[src/rtl/axi4_lite_supporter.sv]
// axi4_lite_supporter: AXI4-Lite subordinate register file.
// Sixteen 32-bit registers addressed by addr[5:2]. Indices 0-14 are
// read/write with byte strobes; index 15 returns the user status word and
// rejects writes with SLVERR. Write and read channels use independent FSMs.
// Ports:
//   S_AXI_*     AXI4-Lite subordinate interface (clock, sync active-high reset,
//               AW/W/B write channels, AR/R read channels)
//   status      value returned for register 15
//   ctrl0       current value of register 0
//   regWrPulse  one-cycle pulse per committed write to registers 0-14
//   regWrIdx    index of that write, valid while regWrPulse=1
module axi4_lite_supporter #(
  parameter int C_S_AXI_ADDR_WIDTH = 6,
  parameter int C_S_AXI_DATA_WIDTH = 32
) (
  input  logic                            S_AXI_ACLK,
  input  logic                            S_AXI_ARESET,
  input  logic [C_S_AXI_ADDR_WIDTH-1:0]   S_AXI_AWADDR,
  input  logic                            S_AXI_AWVALID,
  output logic                            S_AXI_AWREADY,
  input  logic [C_S_AXI_DATA_WIDTH-1:0]   S_AXI_WDATA,
  input  logic [C_S_AXI_DATA_WIDTH/8-1:0] S_AXI_WSTRB,
  input  logic                            S_AXI_WVALID,
  output logic                            S_AXI_WREADY,
  output logic [1:0]                      S_AXI_BRESP,
  output logic                            S_AXI_BVALID,
  input  logic                            S_AXI_BREADY,
  input  logic [C_S_AXI_ADDR_WIDTH-1:0]   S_AXI_ARADDR,
  input  logic                            S_AXI_ARVALID,
  output logic                            S_AXI_ARREADY,
  output logic [C_S_AXI_DATA_WIDTH-1:0]   S_AXI_RDATA,
  output logic [1:0]                      S_AXI_RRESP,
  output logic                            S_AXI_RVALID,
  input  logic                            S_AXI_RREADY,
  input  logic [C_S_AXI_DATA_WIDTH-1:0]   status,
  output logic [C_S_AXI_DATA_WIDTH-1:0]   ctrl0,
  output logic                            regWrPulse,
  output logic [3:0]                      regWrIdx
);

  localparam int DW     = C_S_AXI_DATA_WIDTH;
  localparam int SW     = C_S_AXI_DATA_WIDTH / 8;
  localparam int NUM_RW = 15;

  typedef enum logic {W_IDLE = 1'b0, W_RESP = 1'b1} w_state_e;
  typedef enum logic {R_IDLE = 1'b0, R_DATA = 1'b1} r_state_e;

  w_state_e        w_state_q, w_state_d;
  r_state_e        r_state_q, r_state_d;
  logic [DW-1:0]   regs_q [NUM_RW];
  logic [DW-1:0]   regs_d [NUM_RW];

  logic            awready_q, awready_d, wready_q, wready_d;
  logic            bvalid_q, bvalid_d;
  logic [1:0]      bresp_q, bresp_d;
  logic            aw_held_q, aw_held_d, w_held_q, w_held_d;
  logic [3:0]      aw_idx_q, aw_idx_d;
  logic [DW-1:0]   wdata_q, wdata_d;
  logic [SW-1:0]   wstrb_q, wstrb_d;
  logic            pulse_q, pulse_d;
  logic [3:0]      wr_idx_q, wr_idx_d;
  logic            arready_q, arready_d, rvalid_q, rvalid_d;
  logic [DW-1:0]   rdata_q, rdata_d;

  logic            aw_hs_s, w_hs_s, have_aw_s, have_w_s, wr_commit_s, ar_hs_s;
  logic [3:0]      wr_idx_s, ar_idx_s;
  logic [DW-1:0]   wr_data_s, rd_sel_s;
  logic [SW-1:0]   wr_strb_s;
  logic            unused_addr_lsb_s;

  // Byte-offset bits do not select anything.
  assign unused_addr_lsb_s = ^{S_AXI_AWADDR[1:0], S_AXI_ARADDR[1:0]};

  // A channel counts as present if it is handshaking now or was latched earlier;
  // the commit uses the live bus value when the handshake is this cycle.
  assign aw_hs_s   = awready_q & S_AXI_AWVALID;
  assign w_hs_s    = wready_q & S_AXI_WVALID;
  assign have_aw_s = aw_held_q | aw_hs_s;
  assign have_w_s  = w_held_q | w_hs_s;
  assign wr_idx_s  = aw_hs_s ? S_AXI_AWADDR[5:2] : aw_idx_q;
  assign wr_data_s = w_hs_s ? S_AXI_WDATA : wdata_q;
  assign wr_strb_s = w_hs_s ? S_AXI_WSTRB : wstrb_q;
  assign ar_hs_s   = arready_q & S_AXI_ARVALID;
  assign ar_idx_s  = S_AXI_ARADDR[5:2];

  // Write FSM next-state and output logic.
  always_comb begin
    w_state_d   = w_state_q;
    awready_d   = awready_q;
    wready_d    = wready_q;
    bvalid_d    = bvalid_q;
    bresp_d     = bresp_q;
    aw_held_d   = aw_held_q;
    aw_idx_d    = aw_idx_q;
    w_held_d    = w_held_q;
    wdata_d     = wdata_q;
    wstrb_d     = wstrb_q;
    pulse_d     = 1'b0;
    wr_idx_d    = wr_idx_q;
    wr_commit_s = 1'b0;
    case (w_state_q)
      W_IDLE: begin
        if (have_aw_s && have_w_s) begin
          wr_commit_s = 1'b1;
          w_state_d   = W_RESP;
          awready_d   = 1'b0;
          wready_d    = 1'b0;
          bvalid_d    = 1'b1;
          aw_held_d   = 1'b0;
          w_held_d    = 1'b0;
          if (wr_idx_s == 4'd15) begin
            bresp_d = 2'b10;
          end else begin
            bresp_d  = 2'b00;
            pulse_d  = 1'b1;
            wr_idx_d = wr_idx_s;
          end
        end else begin
          // Only one channel so far: drop its ready, keep the other open.
          aw_held_d = have_aw_s;
          w_held_d  = have_w_s;
          awready_d = ~have_aw_s;
          wready_d  = ~have_w_s;
          if (aw_hs_s) begin
            aw_idx_d = S_AXI_AWADDR[5:2];
          end else begin
            aw_idx_d = aw_idx_q;
          end
          if (w_hs_s) begin
            wdata_d = S_AXI_WDATA;
            wstrb_d = S_AXI_WSTRB;
          end else begin
            wdata_d = wdata_q;
            wstrb_d = wstrb_q;
          end
        end
      end
      W_RESP: begin
        if (S_AXI_BREADY) begin
          w_state_d = W_IDLE;
          bvalid_d  = 1'b0;
          bresp_d   = 2'b00;
          awready_d = 1'b1;
          wready_d  = 1'b1;
        end else begin
          w_state_d = W_RESP;
        end
      end
      default: begin
        w_state_d = W_IDLE;
        awready_d = 1'b0;
        wready_d  = 1'b0;
        bvalid_d  = 1'b0;
        bresp_d   = 2'b00;
        aw_held_d = 1'b0;
        w_held_d  = 1'b0;
      end
    endcase
  end

  // Byte-masked register update on commit; index 15 never matches.
  always_comb begin
    for (int i = 0; i < NUM_RW; i++) begin
      regs_d[i] = regs_q[i];
      if (wr_commit_s && (wr_idx_s == 4'(i))) begin
        for (int n = 0; n < SW; n++) begin
          regs_d[i][8*n +: 8] = wr_strb_s[n] ? wr_data_s[8*n +: 8] : regs_q[i][8*n +: 8];
        end
      end else begin
        regs_d[i] = regs_q[i];
      end
    end
  end

  // Read source mux: status word unless a read/write register matches.
  always_comb begin
    rd_sel_s = status;
    for (int i = 0; i < NUM_RW; i++) begin
      if (ar_idx_s == 4'(i)) begin
        rd_sel_s = regs_q[i];
      end else begin
        rd_sel_s = rd_sel_s;
      end
    end
  end

  // Read FSM next-state and output logic.
  always_comb begin
    r_state_d = r_state_q;
    arready_d = arready_q;
    rvalid_d  = rvalid_q;
    rdata_d   = rdata_q;
    case (r_state_q)
      R_IDLE: begin
        if (ar_hs_s) begin
          r_state_d = R_DATA;
          arready_d = 1'b0;
          rvalid_d  = 1'b1;
          rdata_d   = rd_sel_s;
        end else begin
          arready_d = 1'b1;
        end
      end
      R_DATA: begin
        if (S_AXI_RREADY) begin
          r_state_d = R_IDLE;
          rvalid_d  = 1'b0;
          arready_d = 1'b1;
        end else begin
          r_state_d = R_DATA;
        end
      end
      default: begin
        r_state_d = R_IDLE;
        arready_d = 1'b0;
        rvalid_d  = 1'b0;
      end
    endcase
  end

  // State and output registers with synchronous reset.
  always_ff @(posedge S_AXI_ACLK) begin
    if (S_AXI_ARESET) begin
      w_state_q <= W_IDLE;
      r_state_q <= R_IDLE;
      for (int i = 0; i < NUM_RW; i++) begin
        regs_q[i] <= '0;
      end
      awready_q <= 1'b0;
      wready_q  <= 1'b0;
      bvalid_q  <= 1'b0;
      bresp_q   <= 2'b00;
      aw_held_q <= 1'b0;
      aw_idx_q  <= 4'd0;
      w_held_q  <= 1'b0;
      wdata_q   <= '0;
      wstrb_q   <= '0;
      pulse_q   <= 1'b0;
      wr_idx_q  <= 4'd0;
      arready_q <= 1'b0;
      rvalid_q  <= 1'b0;
      rdata_q   <= '0;
    end else begin
      w_state_q <= w_state_d;
      r_state_q <= r_state_d;
      for (int i = 0; i < NUM_RW; i++) begin
        regs_q[i] <= regs_d[i];
      end
      awready_q <= awready_d;
      wready_q  <= wready_d;
      bvalid_q  <= bvalid_d;
      bresp_q   <= bresp_d;
      aw_held_q <= aw_held_d;
      aw_idx_q  <= aw_idx_d;
      w_held_q  <= w_held_d;
      wdata_q   <= wdata_d;
      wstrb_q   <= wstrb_d;
      pulse_q   <= pulse_d;
      wr_idx_q  <= wr_idx_d;
      arready_q <= arready_d;
      rvalid_q  <= rvalid_d;
      rdata_q   <= rdata_d;
    end
  end

  assign S_AXI_AWREADY = awready_q;
  assign S_AXI_WREADY  = wready_q;
  assign S_AXI_BVALID  = bvalid_q;
  assign S_AXI_BRESP   = bresp_q;
  assign S_AXI_ARREADY = arready_q;
  assign S_AXI_RVALID  = rvalid_q;
  assign S_AXI_RDATA   = rdata_q;
  assign S_AXI_RRESP   = 2'b00;
  assign ctrl0         = regs_q[0];
  assign regWrPulse    = pulse_q;
  assign regWrIdx      = wr_idx_q;

endmodule

[config.mk]
export PLATFORM = sky130hd
export DESIGN_NAME = axi4_lite_supporter
export DESIGN_NICKNAME = d
export VERILOG_FILES = /design/src/rtl/axi4_lite_supporter.sv
export SDC_FILE = /design/constraint.sdc
export NUM_CORES = 1
export LEC_CHECK = 0
export BUFFER_PORTS_ARGS = -buffer_cell sky130_fd_sc_hd__buf_2
export CELL_PAD_IN_SITES_DETAIL_PLACEMENT = 1
export CELL_PAD_IN_SITES_GLOBAL_PLACEMENT = 2
export CORE_UTILIZATION = 41
export CTS_BUF_LIST = sky130_fd_sc_hd__clkbuf_16
export DETAILED_ROUTE_END_ITERATION = 8
export GPL_TIMING_DRIVEN = 0
export PLACE_DENSITY = 0.89
export SLEW_MARGIN = 10
export SYNTH_ARGS = -nofsm -noshare
export SYNTH_HDL_FRONTEND = slang
export SYNTH_SLANG_ARGS = --single-unit
export TNS_END_PERCENT = 20
[constraint.sdc]
create_clock -name S_AXI_ACLK -period 8.1 [get_ports S_AXI_ACLK]
set_input_delay 2.43 -clock S_AXI_ACLK [delete_from_list [all_inputs] [get_ports S_AXI_ACLK]]
set_output_delay 2.43 -clock S_AXI_ACLK [all_outputs]
set_load 0.02 [all_outputs]
=== After elaboration in Yosys (flattened, before gate mapping) ===
Memory sizes are Yosys's and may differ from the RTL's.
Cells that the tools add are included.
Widths: inputs -> output; s select.

* Memory bits (writable): 480
* Memories kept: 1
* Input port bits: 87
* Word-level logic and storage cells: 239
* Register bits: 88

* Equal/unequal tests: 33
* Reduce and logical (&&, ||, !) cells: 24
* Muxes and demuxes: 139
* Bitwise operators: 26

{| class="wikitable"
|+ Memories
! name !! depth !! bits a word !! read ports !! clocked after memory_dff !! write ports !! RTL line !! RTL
|-
| regs_q || 15 || 32 || 15 || 0 || 15 || 50 || <nowiki>logic [DW-1:0] regs_q [NUM_RW];</nowiki>
|}

{| class="wikitable"
|+ Operator list
! cell !! count
|-
| $mux 32 || 46
|-
| $mux 8 || 60
|-
| $eq 4x4->1 const B || 15
|-
| $eq 4x3->1 const B || 8
|-
| $mux 1 || 20
|-
| $or 1x1->1 || 17
|-
| $eq 4x2->1 const B || 4
|-
| $logic_and 1x1->1 || 16
|-
| $pmux 1 s2 || 7
|-
| $eq 4x1->1 const B || 2
|-
| $logic_not 4->1 || 2
|-
| $mux 4 || 2
|-
| $ne 2x2->1 const B || 4
|-
| $reduce_and 2->1 || 4
|-
| $mux 2 || 3
|-
| $not 1->1 || 6
|-
| $pmux 2 s2 || 1
|-
| $and 1x1->1 || 3
|-
| $reduce_and 3->1 || 1
|-
| $reduce_or 3->1 || 1
|}

=== Depth between registers and ports, before layout ===
Gate-level depths: netlist of the first run.

* Depth after elaboration: 16
* Gate-level depth with buffers: 10
* Depth with buffers taken out: 5

=== Least setup slack after synthesis of the first run ===
No wires, ideal clock.

* Path kind: input-to-reg
* Start: input port S_AXI_AWVALID
* End: memory regs_q[1][198] (netlist name)
* Arrival time: 4.093 ns
* Library setup time: 0.146 ns
* Path slack: 3.862 ns
* Stages on the path: 8
* Cell sequence: buf_6 and2_4 buf_6 o31a_4 buf_12 or4_4 nor2_4 a211oi_1

{| class="wikitable"
|+ RTL lines
! what !! RTL line !! RTL
|-
| start: declaration || 19 || <nowiki>input logic S_AXI_AWVALID,</nowiki>
|-
| end: declaration || 50 ||
|}

=== Worst setup path in the final report of the first run ===
* Start: input port S_AXI_ARADDR[2]
* End: register rdata_q[4], in the netlist S_AXI_RDATA[4]

* Cells in the longest elaborated chain, start to end: 16
* Elaborated cells on any way between the ends: 30

{| class="wikitable"
|+ RTL lines
! what !! RTL line !! RTL
|-
| start: declaration || 28 || <nowiki>input logic [C_S_AXI_ADDR_WIDTH-1:0] S_AXI_ARADDR,</nowiki>
|-
| $logic_not 4->1 || 179 || <nowiki>if (ar_idx_s == 4'(i)) begin</nowiki>
|-
| $mux 32 (14 in a row) || 179 ||
|-
| $mux 32 (*) || 179 ||
|-
| end signal: assignment || 262 || <nowiki>rdata_q <= rdata_d;</nowiki>
|-
| end: declaration || 63 || <nowiki>logic [DW-1:0] rdata_q, rdata_d;</nowiki>
|}

Every way passes the cells marked *; elsewhere a longest branch is shown, timed or not.
A chain may end at the register's enable or synchronous reset.

==> flow_summary.yaml, run 1 <==
global_routing:
  grt_pass1_vias: 27600
  gr-usage-all-layers_pct: 47.7
  grt_pass1_wl_mm: 220
  grt_antenna_before_repair: 14
  grt_max_degree: 14
  grt-ovfl-total: 0
die:
  die_h_um: 257
  core_mm2: 0.0645
  die_w_um: 257
  io_pins: 165
  rows: 93
  fp.dieArea_mm2: 0.0662
  start_util_pct: 41.5
critical_path:
  r2r-start: "S_AXI_ARREADY"
  cp_max_fo: 10
  cpMaxStageDelayCell: "nand3_1"
  required_ns: 8.67
  max_stage_delay_ns: 1.10
  crit_type: "in2reg"
  start_kind: "input pin"
  endpoint_kind: "flop"
  crit_chain: "buf_2 -> clkbuf_1 -> buf_2 -> nand4b_1 -> nand3_1 -> nor2_1 -> a22oi_1 -> o2111a_1"
  r2r_slack_ns: 4.16
  reg2regPathDepth: 6
  crit_family: "simple AND/OR/NAND/NOR gates"
  cp.arrival_ns: 7.05
  crit_buf_inv: 3
  r2r-end: "S_AXI_RDATA[4]"
  crit_top_cell: "buf_2"
finish:
  n_fill_cell: 7541
  layout_common_cells: "567 x dfxtp_1, 539 x a211oi_1, 504 x nor2_1, 235 x buf_2, 180 x a21oi_1"
  fin_util_pct: 48.0
  finalNetCount: 3298
  layout_commonest_cell: "dfxtp_1"
  area_growth_pct: 15.7
  drive_above_1_share_pct: 16.9
synth:
  synthesis.area_mm2: 0.0267
  synth_cells: 2978
  avgSynthCellArea_um2: 8.97
  synth_area_leaders: "dfxtp_1 42%, a211oi_1 15%, nor2_1 7.1%"
  synth-edff-count: 0
  synth.distinct_cells: 91
  async_flop_share_pct: 0
  ys.flop_type: "dfxtp_1"
  yosys_warnings: 0
  synth_top_area_share_pct: 42.5
  synth_seq_area_share_pct: 42.5
  synth_seq_cells: 567
  synth_top_area_cell: "dfxtp_1"
detailed_routing:
  drtIter0Drc: 3923
  wl_mm: 161
  drt_pre_antenna_iters: 6
  wl_per_cell_um: 39.2
  remaining_drc_errors: 0
  vias_per_cell: 6.88
  ant_nets: 0
  vias: 28400
clock_network:
  cts.clk_slew.worst_paths_ns: 0.06
  htreeDepth: 3
  clock_latency_ns: 0.63
  clk_path_buf_depth: 3
  ctsHoldBuffers: 0
  cts_tree: "done"
  numCtsBuffers: 67
  ctsResizeCount: 0
  cts_root_buf: "clkbuf_16"
  clkSinkCount: 567
  cts_setup_buffers: 0
min_path:
  worstHoldPathCells: 1
  hold-path-endpoint: "regWrIdx[0]"
  min_from: "regWrIdx[0]"
  min-delay-path-class: "reg2reg"
timing:
  tns_ns: 0
  rsz0062_at_grt: "false"
  fmax_mhz: 154
  period_share_pct: 80.0
  worst_pin_slew_ns: 1.53
  hold_viol_final: 0
  finalSetupViolCount: 0
  slew_violations: 32
  postLayoutSetupSlackWorst_ns: 1.62
  fin_skew_ns: 0.0218
  min_period_ns: 6.48
  slew_headroom_pct: -2.10
placed_design:
  gp_congestion: 1.05
  pre_cts_slack_ns: 1.64
  portBuffers: 155
  post-dp-hpwl_mm: 116
run_status:
  outcome: "finished with violations"
  violations: "max-capacitance violations, max-slew violations"
pwr:
  ir_worst_vdd_mv: 0.169
  p_per_area_mw_per_mm2: 231
  p_leak_nw: 10.7
  totalPowerFinal_mw: 7.15
flow_run:
  max_cap_violations: 6
## synthesized netlist by cell type, drive strengths merged, types with 11 or more instances
| cell | count |
|---|---|
| a21oi | 180 |
| a2bb2oi | 11 |
| or2 | 13 |
| a22oi | 20 |
| inv | 11 |
| nor3 | 35 |
| o31a | 20 |
| nand2b | 40 |
| nor2b | 30 |
| o211ai | 19 |
| a221oi | 16 |
| o21ai | 80 |
| o22ai | 33 |
| and3 | 17 |
| nor2 | 515 |
| mux2 | 31 |
| nand2 | 69 |
| a31oi | 21 |
| and2 | 26 |
| buf | 160 |
| nand3 | 11 |
| dfxtp | 567 |
| a211oi | 545 |
| a221o | 11 |
| o21a | 15 |
| o221ai | 29 |
| nor4 | 37 |
| a22o | 15 |
| and3b | 11 |
| mux2i | 74 |
| clkbuf | 182 |
## stage by stage
step	area [um^2]	hold slack, ns	instances
4_1_cts	30900	0.468	4115
3_5_place_dp	28700	0.453	3997
2_1_floorplan	26700	0.432	2980
6_report	30900	0.467	4123
3_3_place_gp	28600	0.446	3990
5_1_grt	30900	0.480	4118
## routing by layer
layer | GRT usage (%) | wire length (um)
met3 | 15.4 | 20000
met4 | 32.6 | 13100
met5 | 0 | 0
met1 | 61.7 | 63700
met2 | 66.9 | 64700
## final cells by class
class / instances / area, um^2 / share of cell area, %
timing repair buffer: 162 / 847 / 2.74
inverter: 14 / 52.6 / 0.170
tap: 855 / 1070 / 3.46
buffer: 342 / 1680 / 5.43
clock buffer: 68 / 1700 / 5.50
multi-input combinational: 2057 / 13700 / 44.3
clock inverter: 50 / 487 / 1.57
sequential: 567 / 11400 / 36.7
antenna: 8 / 20.0 / 0.0647
## registers in the layout, summed over array words and instances, names as in the netlist
signal,flops
S_AXI_ARREADY,1
S_AXI_AWREADY,1
S_AXI_BRESP,1
S_AXI_BVALID,1
S_AXI_RDATA,32
S_AXI_RVALID,1
S_AXI_WREADY,1
aw_held_q,1
aw_idx_q,4
r_state_q,1
regWrIdx,4
regWrPulse,1
regs_q,480
w_held_q,1
w_state_q,1
wdata_q,32
wstrb_q,4
## kinds of logic (layout without fill, tap and decap cells)
family                    Yosys count  in the layout  synth area share, %
buffers and inverters             356            636                 6.41
DFF                               567            567                 42.5
AOI/OAI and AO/OA                1110           1110                 29.7
other                               1             11               0.0140
xor gates and xnor gates            1              1               0.0328
muxes                             111            111                 4.58
and+or+nand+nor                   832            832                 16.8
## how the worst max path moves through the flow
stage | startpoint | to | slack [ns] | depth (start not counted)
2_1_floorplan | S_AXI_AWVALID | regs_q[1][198] | 3.86 | 8
3_3_place_gp | S_AXI_ARADDR[2] | S_AXI_RDATA[5] | 1.01 | 7
3_5_place_dp | S_AXI_ARADDR[2] | S_AXI_RDATA[4] | 1.64 | 8
4_1_cts | S_AXI_ARADDR[2] | S_AXI_RDATA[4] | 2.30 | 8
5_1_grt | S_AXI_ARADDR[2] | S_AXI_RDATA[4] | 1.98 | 8
6_report | S_AXI_ARADDR[2] | S_AXI_RDATA[4] | 1.62 | 8
## power by group
group | internal, mW | total [mW] | leakage [nW] | switching, mW
Clock | 1.82 | 3.14 | 1.10 | 1.32
Sequential | 2.84 | 2.88 | 4.58 | 0.0412
Combinational | 0.230 | 1.13 | 5.04 | 0.905
Note: power is estimated with default switching activity, not from simulation.
==> run 2, diff against run 1 <==
--- a/config.mk
+++ b/config.mk
@@ -8,11 +8,11 @@
 export BUFFER_PORTS_ARGS = -buffer_cell sky130_fd_sc_hd__buf_2
 export CELL_PAD_IN_SITES_DETAIL_PLACEMENT = 1
 export CELL_PAD_IN_SITES_GLOBAL_PLACEMENT = 2
-export CORE_UTILIZATION = 41
+export CORE_UTILIZATION = 35
 export CTS_BUF_LIST = sky130_fd_sc_hd__clkbuf_16
 export DETAILED_ROUTE_END_ITERATION = 8
 export GPL_TIMING_DRIVEN = 0
-export PLACE_DENSITY = 0.89
+export PLACE_DENSITY = 0.81
 export SLEW_MARGIN = 10
 export SYNTH_ARGS = -nofsm -noshare
 export SYNTH_HDL_FRONTEND = slang
==> constraint.sdc (replaced) <==
create_clock -name S_AXI_ACLK -period 5.6 [get_ports S_AXI_ACLK]
set_input_delay 1.68 -clock S_AXI_ACLK [delete_from_list [all_inputs] [get_ports S_AXI_ACLK]]
set_output_delay 1.68 -clock S_AXI_ACLK [all_outputs]
set_load 0.02 [all_outputs]
==> flow_summary.yaml, run 2 (same netlist as run 1, synthesis figures left out) <==
detailed_routing:
  drt_pre_antenna_iters: 7
  remaining_drc_errors: 0
  vias_per_cell: 6.63
  wl_mm: 162
  wl_per_cell_um: 38.2
  ant_nets: 0
  drtIter0Drc: 3607
  vias: 28100
timing:
  slew_headroom_pct: -0.834
  finalSetupViolCount: 4
  period_share_pct: 101
  worst_pin_slew_ns: 1.51
  fmax_mhz: 176
  rsz0062_at_grt: "false"
  min_period_ns: 5.68
  hold_viol_final: 0
  fin_skew_ns: 0.0187
  postLayoutSetupSlackWorst_ns: -0.0813
  slew_violations: 22
pwr:
  p_leak_nw: 10.8
  ir_worst_vdd_mv: 0.175
  totalPowerFinal_mw: 10.5
  p_per_area_mw_per_mm2: 336
finish:
  largest_reg_flops: 480
  layout_common_cells: "567 x dfxtp_1, 539 x a211oi_1, 504 x nor2_1, 235 x buf_2, 180 x a21oi_1"
  final_cells: 4243
  finalNetCount: 3300
  layout_commonest_cell: "dfxtp_1"
  n_fill_cell: 8636
  area_growth_pct: 16.5
  regMostFlops: "regs_q"
  drive_above_1_share_pct: 16.9
clock_network:
  ctsHoldBuffers: 0
  clk_path_buf_depth: 3
  cts_tree: "done"
  cts.clk_slew.worst_paths_ns: 0.06
  cts_root_buf: "clkbuf_16"
  ctsResizeCount: 0
  htreeDepth: 3
  cts_setup_buffers: 0
  numCtsBuffers: 68
  clock_latency_ns: 0.63
  clkSinkCount: 567
placed_design:
  place_inst: 4112
  gp_congestion: 1.02
  portBuffers: 155
  post-dp-hpwl_mm: 117
die:
  io_pins: 165
  start_util_pct: 35.7
  core_mm2: 0.0749
  fp.dieArea_mm2: 0.0775
  die_w_um: 278
  rows: 100
  die_h_um: 278
global_routing:
  grt_max_degree: 13
  grt-ovfl-total: 0
  grt_pass1_wl_mm: 220
  grt_pass1_vias: 27400
  grt_antenna_before_repair: 12
  gr-usage-all-layers_pct: 40.7
critical_path:
  crit_chain: "buf_2 -> buf_2 -> clkbuf_1 -> nand4b_1 -> nand3_1 -> nor2_1 -> a22oi_1 -> o2111a_1"
  crit_start: "S_AXI_ARADDR[3]"
  cpMaxStageDelayCell: "nor2_1"
  crit_type: "in2reg"
  r2r_slack_ns: 1.60
  r2r-start: "S_AXI_WREADY"
  r2r-end: "regs_q[1][38]"
  required_ns: 6.11
  reg2regPathDepth: 6
  cp.arrival_ns: 6.19
  cp_max_fo: 10
  crit_top_cell: "buf_2"
  worstSetupEndpoint: "S_AXI_RDATA[8]"
  start_kind: "input pin"
  max_stage_delay_ns: 1.03
  endpoint_kind: "flop"
run_status:
  outcome: "finished with violations"
  violations: "max-capacitance violations, max-slew violations, negative setup slack"
min_path:
  min_from: "regWrIdx[2]"
  min-delay-path-class: "reg2reg"
flow_run:
  max_cap_violations: 3
==> run 2: per-layer routing <==
layer	part of all wire, %	vias to the layer above	wire length (um)	track usage (%)
met5	0.015	-	25	0
met4	7.1	4	11400	25.8
met3	11	470	17900	11.1
met2	41	1875	66200	58.4
met1	41	14200	66300	53.7
li1	-	11600	-	-
==> run 2: cell type report <==
cell class | count | area (um^2) | area share [%]
multi-input combinational | 2057 | 13700 | 44.0
sequential | 567 | 11400 | 36.4
inverter | 14 | 52.6 | 0.169
antenna | 10 | 25.0 | 0.0803
buffer | 342 | 1670 | 5.38
clock inverter | 51 | 504 | 1.62
timing repair buffer | 163 | 862 | 2.77
tap | 969 | 1210 | 3.89
clock buffer | 70 | 1750 | 5.62
==> run 2: power by group <==
group          internal [mW]  total [mW]  switching (mW)
sequential              4.10        4.17          0.0629
combinational          0.333        1.63            1.30
clock                   2.73        4.66            1.92
==> run 2: worst max-delay path: cells and delay by family <==
| family | cells | cell delay [ns] |
|---|---|---|
| buffers and inverters | 3 | 1.37 |
| AOI/OAI and AO/OA | 2 | 0.51 |
| and+or+nand+nor | 3 | 2.60 |
==> run 2: through the flow <==
step	utilization, %	TNS, ns	setup WS, ns	hold WS (ns)	area (um^2)
after floorplan	-	0	2.11	0.432	26700
final	41.6	-0.226	-0.0813	0.459	31100
after detailed placement	38.5	-0.906	-0.252	0.451	28900
after CTS	41.5	0	0.373	0.460	31100
after global placement	38.3	-2.48	-0.589	0.448	28700
after global routing	41.5	0	0.212	0.480	31100
==> run 2: worst min-delay path by stage <==
stage | end | slack [ns] | cells after the start
floorplan | regs_q[0][106] | 0.43 | 2
global placement | regs_q[0][111] | 0.45 | 2
detailed placement | regs_q[0][111] | 0.45 | 2
CTS | regs_q[0][111] | 0.46 | 2
global route | regWrIdx[2] | 0.48 | 1
finish | regWrIdx[2] | 0.46 | 1
